--- config.mk ---
export PLATFORM = sky130hd
export DESIGN_NAME = pic_host_sequencer
export DESIGN_NICKNAME = d
export VERILOG_FILES = /design/src/rtl/pic_host_sequencer_pkg.sv /design/src/rtl/pic_host_sequencer_sync2.sv /design/src/rtl/pic_host_sequencer.sv
export SDC_FILE = /design/constraint.sdc
export NUM_CORES = 1
export LEC_CHECK = 0
export ABC_CLOCK_PERIOD_IN_PS = 3300
export CORE_MARGIN = 2
export CORE_UTILIZATION = 55
export CTS_BUF_LIST = sky130_fd_sc_hd__clkbuf_16
export DETAILED_ROUTE_END_ITERATION = 12
export MAX_ROUTING_LAYER = met4
export PLACE_DENSITY = 0.94
export SYNTH_ARGS = -nofsm -noshare
export SYNTH_HDL_FRONTEND = slang
export SYNTH_SLANG_ARGS = --single-unit
--- constraint.sdc ---
create_clock -name clk -period 3.3 [get_ports clk]
set_input_delay 0.66 -clock clk [delete_from_list [all_inputs] [get_ports clk]]
set_output_delay 0.66 -clock clk [all_outputs]
set_load 0.01 [all_outputs]
--- src/rtl/pic_host_sequencer_pkg.sv ---
// Shared types, bit positions and byte builders for the PIC host sequencer.
// Holds the FSM state enum, sampled init config and init byte list helpers.
package pic_host_pkg;

   typedef enum logic [2:0] {
      IDLE,
      W_SETUP,
      W_STRB,
      W_HOLD,
      INTA1,
      GAP,
      INTA2,
      VEC
   } state_e;

   localparam int ICW1_D4   = 4;
   localparam int ICW1_SNGL = 1;
   localparam int ICW1_IC4  = 0;
   localparam int ICW4_AEOI = 1;
   localparam int ICW4_UPM  = 0;
   localparam int OCW_D4    = 4;
   localparam int OCW_D3    = 3;

   localparam logic [7:0] EOI_NS = 8'h20;

   localparam logic [2:0] IX_ICW1 = 3'd0;
   localparam logic [2:0] IX_ICW2 = 3'd1;
   localparam logic [2:0] IX_ICW3 = 3'd2;
   localparam logic [2:0] IX_ICW4 = 3'd3;
   localparam logic [2:0] IX_OCW1 = 3'd4;
   localparam logic [2:0] IX_DONE = 3'd5;

   typedef struct packed {
      logic       sngl;
      logic       ic4;
      logic       aeoi;
      logic [4:0] vec_base;
      logic [7:0] icw3;
      logic [7:0] mask;
   } cfg_t;

   // Next enabled entry of the init list; IX_DONE after OCW1.
   function automatic logic [2:0] next_idx(
      input logic [2:0] idx,
      input cfg_t       c
   );
      logic [2:0] n;
      case (idx)
         IX_ICW1: n = IX_ICW2;
         IX_ICW2: n = !c.sngl ? IX_ICW3 :
                      (c.ic4 ? IX_ICW4 : IX_OCW1);
         IX_ICW3: n = c.ic4 ? IX_ICW4 : IX_OCW1;
         IX_ICW4: n = IX_OCW1;
         default: n = IX_DONE;
      endcase
      return n;
   endfunction

   // Returns {a0, data} for one init list entry.
   function automatic logic [8:0] init_entry(
      input logic [2:0] idx,
      input cfg_t       c
   );
      logic [8:0] e;
      e = '0;
      case (idx)
         IX_ICW1: begin
            e[ICW1_D4]   = 1'b1;
            e[ICW1_SNGL] = c.sngl;
            e[ICW1_IC4]  = c.ic4;
         end
         IX_ICW2: e = {1'b1, c.vec_base, 3'b000};
         IX_ICW3: e = {1'b1, c.icw3};
         IX_ICW4: begin
            e[8]         = 1'b1;
            e[ICW4_AEOI] = c.aeoi;
            e[ICW4_UPM]  = 1'b1;
         end
         default: e = {1'b1, c.mask};
      endcase
      return e;
   endfunction

endpackage

--- src/rtl/pic_host_sequencer_sync2.sv ---
// Generic two-flop synchronizer for a single asynchronous level.
// Ports: clk, rst_n (async active-low), d (async in), q (synchronized out).
module pic_sync2 (
   input  logic clk,
   input  logic rst_n,
   input  logic d,
   output logic q
);

   logic s1_q;
   logic s2_q;

   always_ff @(posedge clk or negedge rst_n) begin
      if (!rst_n) begin
         s1_q <= 1'b0;
         s2_q <= 1'b0;
      end else begin
         s1_q <= d;
         s2_q <= s1_q;
      end
   end

   assign q = s2_q;

endmodule

--- src/rtl/pic_host_sequencer.sv ---
// CPU-side master for an 8259-style PIC: init writes, INTA cycles, EOI, OCWs.
// Ports: init/cfg inputs, OCW request/ack, PIC bus (a0/dout/wr_n/int/inta_n/din), vector out, status.
module pic_host_sequencer
   import pic_host_pkg::*;
#(
   parameter int WR_LOW_CYC   = 2,
   parameter int INTA_LOW_CYC = 2,
   parameter int INTA_GAP_CYC = 2
) (
   input  logic       clk,
   input  logic       rst_n,
   input  logic       init_start,
   input  logic       cfg_sngl,
   input  logic       cfg_ic4,
   input  logic       cfg_aeoi,
   input  logic [4:0] cfg_vec_base,
   input  logic [7:0] cfg_icw3,
   input  logic [7:0] cfg_mask,
   input  logic       ocw_req,
   input  logic [1:0] ocw_sel,
   input  logic [7:0] ocw_data,
   output logic       ocw_ack,
   output logic       pic_a0,
   output logic [7:0] pic_dout,
   output logic       pic_wr_n,
   input  logic       pic_int,
   output logic       pic_inta_n,
   input  logic [7:0] pic_din,
   output logic       vec_valid,
   output logic [7:0] vec_data,
   output logic       init_done,
   output logic       busy
);

   localparam int CW = 16;
   localparam logic [CW-1:0] WR_LAST  = CW'(WR_LOW_CYC - 1);
   localparam logic [CW-1:0] LOW_LAST = CW'(INTA_LOW_CYC - 1);
   localparam logic [CW-1:0] GAP_LAST = CW'(INTA_GAP_CYC - 1);

   state_e          state_q, state_d;
   logic [CW-1:0]   cnt_q, cnt_d;
   logic [2:0]      idx_q, idx_d;
   logic            init_act_q, init_act_d;
   logic            init_done_q, init_done_d;
   cfg_t            cfg_q, cfg_d;
   logic            a0_q, a0_d;
   logic [7:0]      dout_q, dout_d;
   logic [7:0]      vec_q, vec_d;
   logic            int_s;
   cfg_t            cfg_in;
   logic [2:0]      nxt;
   logic [8:0]      nxt_ent;

   pic_sync2 u_sync (
      .clk   (clk),
      .rst_n (rst_n),
      .d     (pic_int),
      .q     (int_s)
   );

   assign cfg_in = '{
      sngl:     cfg_sngl,
      ic4:      cfg_ic4,
      aeoi:     cfg_aeoi,
      vec_base: cfg_vec_base,
      icw3:     cfg_icw3,
      mask:     cfg_mask
   };

   assign nxt     = next_idx(idx_q, cfg_q);
   assign nxt_ent = init_entry(nxt, cfg_q);

   always_comb begin
      state_d     = state_q;
      cnt_d       = cnt_q;
      idx_d       = idx_q;
      init_act_d  = init_act_q;
      init_done_d = init_done_q;
      cfg_d       = cfg_q;
      a0_d        = a0_q;
      dout_d      = dout_q;
      vec_d       = vec_q;
      ocw_ack     = 1'b0;
      case (state_q)
         IDLE: begin
            if (init_start) begin
               cfg_d           = cfg_in;
               idx_d           = IX_ICW1;
               init_act_d      = 1'b1;
               init_done_d     = 1'b0;
               {a0_d, dout_d}  = init_entry(IX_ICW1, cfg_in);
               state_d         = W_SETUP;
            end else if (init_done_q && int_s) begin
               cnt_d   = '0;
               state_d = INTA1;
            end else if (ocw_req) begin
               ocw_ack    = 1'b1;
               init_act_d = 1'b0;
               // OCW2/OCW3 carry fixed D4/D3 bits that select the register.
               unique case (ocw_sel)
                  2'b01: begin
                     a0_d    = 1'b1;
                     dout_d  = ocw_data;
                     state_d = W_SETUP;
                  end
                  2'b10, 2'b11: begin
                     a0_d           = 1'b0;
                     dout_d         = ocw_data;
                     dout_d[OCW_D4] = 1'b0;
                     dout_d[OCW_D3] = ocw_sel[0];
                     state_d        = W_SETUP;
                  end
                  default: ;
               endcase
            end
         end
         W_SETUP: begin
            cnt_d   = '0;
            state_d = W_STRB;
         end
         W_STRB: begin
            if (cnt_q == WR_LAST) state_d = W_HOLD;
            else cnt_d = cnt_q + 1'b1;
         end
         W_HOLD: begin
            if (init_act_q && nxt != IX_DONE) begin
               idx_d          = nxt;
               {a0_d, dout_d} = nxt_ent;
               state_d        = W_SETUP;
            end else begin
               state_d = IDLE;
               if (init_act_q) begin
                  init_done_d = 1'b1;
                  init_act_d  = 1'b0;
               end
            end
         end
         INTA1: begin
            if (cnt_q == LOW_LAST) begin
               cnt_d   = '0;
               state_d = GAP;
            end else cnt_d = cnt_q + 1'b1;
         end
         GAP: begin
            if (cnt_q == GAP_LAST) begin
               cnt_d   = '0;
               state_d = INTA2;
            end else cnt_d = cnt_q + 1'b1;
         end
         INTA2: begin
            if (cnt_q == LOW_LAST) begin
               vec_d   = pic_din;
               state_d = VEC;
            end else cnt_d = cnt_q + 1'b1;
         end
         VEC: begin
            if (!cfg_q.aeoi) begin
               a0_d       = 1'b0;
               dout_d     = EOI_NS;
               init_act_d = 1'b0;
               state_d    = W_SETUP;
            end else state_d = IDLE;
         end
         default: state_d = IDLE;
      endcase
   end

   always_ff @(posedge clk or negedge rst_n) begin
      if (!rst_n) begin
         state_q     <= IDLE;
         cnt_q       <= '0;
         idx_q       <= IX_ICW1;
         init_act_q  <= 1'b0;
         init_done_q <= 1'b0;
         cfg_q       <= '0;
         a0_q        <= 1'b0;
         dout_q      <= 8'h00;
         vec_q       <= 8'h00;
      end else begin
         state_q     <= state_d;
         cnt_q       <= cnt_d;
         idx_q       <= idx_d;
         init_act_q  <= init_act_d;
         init_done_q <= init_done_d;
         cfg_q       <= cfg_d;
         a0_q        <= a0_d;
         dout_q      <= dout_d;
         vec_q       <= vec_d;
      end
   end

   // Strobes decode straight from state so reset releases them at once.
   assign pic_wr_n   = (state_q != W_STRB);
   assign pic_inta_n = !(state_q == INTA1 || state_q == INTA2);
   assign vec_valid  = (state_q == VEC);
   assign vec_data   = vec_q;
   assign pic_a0     = a0_q;
   assign pic_dout   = dout_q;
   assign init_done  = init_done_q;
   assign busy       = (state_q != IDLE);

endmodule

# After elaboration in Yosys (flattened, before gate mapping)
# Cells that the tools add are included.
[totals] output_inout_bits=23 inputBits=47 elab_cells=131 ff_bits=67
[classes] n_mux=54 n_eq_ne=36 reduce_logical=24 n_addsub=1
[ops] operator="$mux W16" n=4
[ops] operator="$pmux W16 S4" n=1
[ops] operator="$mux W8" n=5
[ops] operator="$mux W3" n=12
[ops] operator="$ne A2 B2 Y1 const B" n=12
[ops] operator="$pmux W3 S8" n=1
[ops] operator="$pmux W8 S3" n=1
[ops] operator="$mux W1" n=19
[ops] operator="$eq A3 B2 Y1 const B" n=6
[ops] operator="$add A16 B1 Y16 const B" n=1
[ops] operator="$eq A16 B1 Y1 const B" n=1
[ops] operator="$pmux W8 S2" n=1
[ops] operator="$eq A3 B3 Y1 const B" n=4
[ops] operator="$pmux W3 S4" n=1
[ops] operator="$reduce_and A6 Y1" n=2
[ops] operator="$eq A3 B1 Y1 const B" n=3
[ops] operator="$logic_not A3 Y1" n=3
[ops] operator="$ne A3 B3 Y1 const B" n=3
[ops] operator="$pmux W3 S3" n=1
[ops] operator="$ne A4 B4 Y1 const B" n=2
[ops] operator="$pmux W2 S4" n=1
[ops] operator="$reduce_and A4 Y1" n=2
[ops] operator="$reduce_or A2 Y1" n=4
[ops] operator="$pmux W1 S3" n=2
[ops] operator="other kinds (18)" n=23

# Depth between registers and ports, before layout
[depth] depth_word=8 ltp_mapped=7 depth_no_buf=7

# Cells and area by module
# Synthesis repeated with hierarchy kept, for this count alone.
[unflattened] hier_cells=307 hier_area_um2=3445.8
[by_module_without_submodules] module="pic_host_sequencer" instances=1 seq_area_each_um2=1626.6 cells_per_inst=305 area_each_um2=3395.8
[by_module_without_submodules] module="pic_sync2" instances=1 seq_area_each_um2=50.0 cells_per_inst=2 area_each_um2=50.0

# Least setup slack after synthesis
# No wires, ideal clock.
[synth_path] path_kind="reg-to-output" start="register state_q[2]" end="output ocw_ack" arrival_time_ns=1.298 n_path_buf=1 slack_ns=1.342 stages_incl_launch_ff=5 cell_sequence="dfrtp_1 > buf_2 > nor3_4 > inv_1 > nor3_1"
[synth_via] elab_chain_len=2
[synth_rtl] element="start, declared" line="pic_host_sequencer.sv:40" text="state_e state_q, state_d;"
[synth_rtl] element="start signal, assigned" line="pic_host_sequencer.sv:180" text="state_q <= state_d;"
[synth_rtl] element="$logic_not A3 Y1" line="pic_host_sequencer.sv:84" text="case (state_q)"
[synth_rtl] element="$mux W1" line="pic_host_sequencer.sv:84"
[synth_rtl] element="end, declared" line="pic_host_sequencer.sv:22" text="output logic ocw_ack,"
# Every way passes these cells.

# Final worst setup path
# Ends and elaborated chain as after synthesis.

==> impl_metrics.py <==
metrics = {
    "finish": {
        "final_nets": 472,
        "nFillCells": 401,
        "final_common_cell": "nand2_1",
        "antenna_cells": 0,
        "drive_gt1_share_pct": 10.28,
        "final_cells": 503,
        "syn_to_final_growth_pct": 30.07,
        "mostFrequentLayoutCells": "nand2_1, clkdlybuf4s50_1, dfrtp_1",
    },
    "detailed_routing": {
        "via_count": 2939,
        "ant_nets": 0,
        "drc": 0,
        "avgRoutedWirePerCell_um": 16.44,
        "drtPass1Iterations": 5,
        "routed_via_density": 5.843,
        "routed_wl_um": 8269,
        "drt_iter0_drc": 267,
    },
    "global_route": {
        "grtUsageTotal_pct": 27.64,
        "overflow": 0,
        "grt_pass1_wl_um": 13500,
        "grt_pass1_vias": 2744,
        "grt_max_degree": 68,
        "antenna_found_initial": 0,
    },
    "synthesis": {
        "netlist_instances": 355,
        "synth_area_leaders": "dfrtp_1, nand2_1, mux2_2",
        "synth_top_area_share_pct": 49.74,
        "synth_nets": 404,
        "synth-xor-area-share_pct": 2.598,
        "ys_ff_latch": 67,
        "ys_seq_area_share_pct": 49.74,
        "ys_types": 59,
        "synth_mux_area_share_pct": 4.566,
        "yosys_most_used_dff": "dfrtp_1",
        "post_synth_instance_area_mm2": 0.003371,
        "yosys.area_share.simple_pct": 25.58,
        "synth-compound-area-share_pct": 13.92,
        "yosys.area.top_type": "dfrtp_1",
        "syn_area_per_cell_um2": 9.495,
        "synth-edff-count": 0,
        "synthArstFlopShare_pct": 100.0,
        "yosys_warnings": 0,
        "synth_top_family_by_area": "simple AND/OR/NAND/NOR gates",
        "synthAdderAreaFrac_pct": 0.7424,
    },
    "floorplan": {
        "fp.dieArea_mm2": 0.006771,
        "row_count": 28,
        "initial_utilization_pct": 56.93,
        "die_h_um": 82.29,
        "fp.coreArea_mm2": 0.005921,
        "dieWidth_um": 82.29,
        "io_pins": 70,
    },
    "timing": {
        "grt_setup_unrepaired": "false",
        "fin_setup_tns_ns": 0,
        "timing.fmax_mhz": 349.3,
        "holdWs_ns": 0.3454,
        "hold_violations": 0,
        "finClkSkew_ns": 0.006186,
        "setup_viol": 0,
        "timing.final.ws_setup_ns": 0.4371,
        "tightest_slew_ns": 0.9077,
        "finalCritPeriodShare_pct": 86.76,
        "drv_slew": 0,
        "period_minus_slack_ns": 2.863,
        "max-slew-margin-rel_pct": 39.34,
    },
    "pwr": {
        "ir_drop_mv": 0.3138,
        "powerDensity_mw_per_mm2": 410.4,
        "cellLeakagePower_nw": 2.037,
    },
    "min_path": {
        "hp-start": "u_sync.s1_q",
        "hold_depth": 0,
        "hold_end": "u_sync.q",
        "hold_class": "reg2reg",
    },
    "setup_path": {
        "reg2regPathDepth": 4,
        "r2r-start": "state_q[2]",
        "ff2ff_setup_slack_ns": 1.17,
        "arrival_ns": 2.20,
        "cpPeakStageDelay_ns": 0.57,
        "crit_path_end_kind": "output pin",
        "startpoint_type": "flop",
        "crit_required_ns": 2.64,
        "worst_path_max_delay_cell": "dfrtp_1",
        "worstSetupPathType": "reg2out",
        "crit_chain": "nor3_4, inv_1, nor3_1, clkdlybuf4s50_1",
        "regToRegEndpoint": "idx_q[1]",
        "cpLargestDelayFamily": "buffers and inverters",
        "crit_fanout": 16,
        "path_buf_inv": 2,
    },
    "cts": {
        "hold_buffers": 0,
        "clk_pin_slew_ns": 0.05,
        "post_cts_buffers": 0,
        "cts_buffers": 9,
        "h-tree-depth": 3,
        "cts_tree": "built",
        "ctsResizeCount": 0,
        "clk_path_buf_depth": 2,
        "insertion_delay_ns": 0.32,
        "clock-sinks": 67,
        "cts_root_buf": "clkbuf_16",
    },
    "run": {
        "max-cap-violations": 0,
    },
    "outcome": {
        "outcome": "completed",
    },
    "placed_design": {
        "globalplace.congestion": 0.9270,
        "dp.cells": 487,
        "io_buffers": 69,
        "dp_worst_setup_slack_ns": 0.6157,
        "hpwlAfterDp_um": 5582,
    },
}
## logic make-up after synthesis
family / Yosys count
and+or+nand+nor: 176
DFF: 67
AOI/OAI and AO/OA: 63
buffers and inverters: 23
muxes: 14
xor gates and xnor gates: 10
adders and majority gates: 2
## worst register-to-register path, delay by kind of cell (launching register included)
kind            cells  cell delay, ns
simple gates        3            1.33
flops               1            0.57
compound gates      1            0.10
## layout make-up
type	instances	area, um2	share of cell area (%)
inverter	8	30.03	0.6849
timing repair buffer	72	708.2	16.15
sequential	67	1677	38.24
clock buffer	9	225.2	5.137
tap	75	93.84	2.140
clock inverter	7	52.55	1.199
multi-input combinational	265	1598	36.44
## where the power goes
part           internal [mW]  switching, mW  leakage [nW]
clock                  0.567          0.319         0.146
sequential             0.824       0.000838         0.901
combinational         0.0551         0.0332         0.990
## synth_stat cells, types with 2 or more instances
cell       number
a21oi_1        13
xor2_1          9
clkbuf_1        6
a221o_1         2
dfrtp_1        67
a22o_1          2
a22oi_1         4
o221ai_1        2
nand4_1         3
and3_1          4
o2bb2ai_1       3
o31ai_1         2
inv_1           8
mux2i_1         3
o21bai_1        2
o21a_1          2
or3_1           3
nor3_1          4
a31oi_1         2
mux2_2         11
nor3b_1         2
nand2b_1        2
nor2_2          2
and2_1          2
ha_1            2
nor2b_1        10
nor4_2          2
o21ai_0        13
or2_2           2
o21ai_2         2
nand2_1        99
o211ai_1        3
nand3_1        13
nor2_1         17
buf_2           8
## through the flow
| stage | util, % | cell area [um2] | power (mW) |
|---|---|---|---|
| after floorplan | - | 3371 | 0.8514 |
| after global placement | 69.36 | 4106 | 0.9260 |
| after detailed placement | 69.36 | 4106 | 0.9272 |
| after CTS | 74.05 | 4384 | 1.809 |
| after global routing | 74.05 | 4384 | 1.860 |
| final | 74.05 | 4384 | 1.799 |
## routing by layer
metal  track usage [%]  wire [um]
met5                 -          0
met1             35.79       3450
met2             42.50       4042
met3             5.652        561
met4             11.67        215
## how the worst max path moves through the flow
| stage | from | to | slack, ns | depth (start not counted) |
|---|---|---|---|---|
| 6_report | state_q[2] | ocw_ack | 0.44 | 4 |
| 5_1_grt | state_q[2] | ocw_ack | 0.30 | 4 |
| 4_1_cts | state_q[2] | ocw_ack | 0.44 | 4 |
| 3_5_place_dp | ocw_req | ocw_ack | 0.62 | 4 |
| 3_3_place_gp | ocw_req | ocw_ack | 0.60 | 4 |
| 2_1_floorplan | state_q[2] | ocw_ack | 1.34 | 4 |
## state kept, by name, indices dropped and copies added (netlist names)
signal and flops:
pic_dout 8, cfg_q 24, vec_data 8, idx_q 3, u_sync.s1_q 1, pic_a0 1, cnt_q 16, state_q 3
u_sync.q 1, init_done 1, init_act_q 1
(Power assumes the default switching activity.)
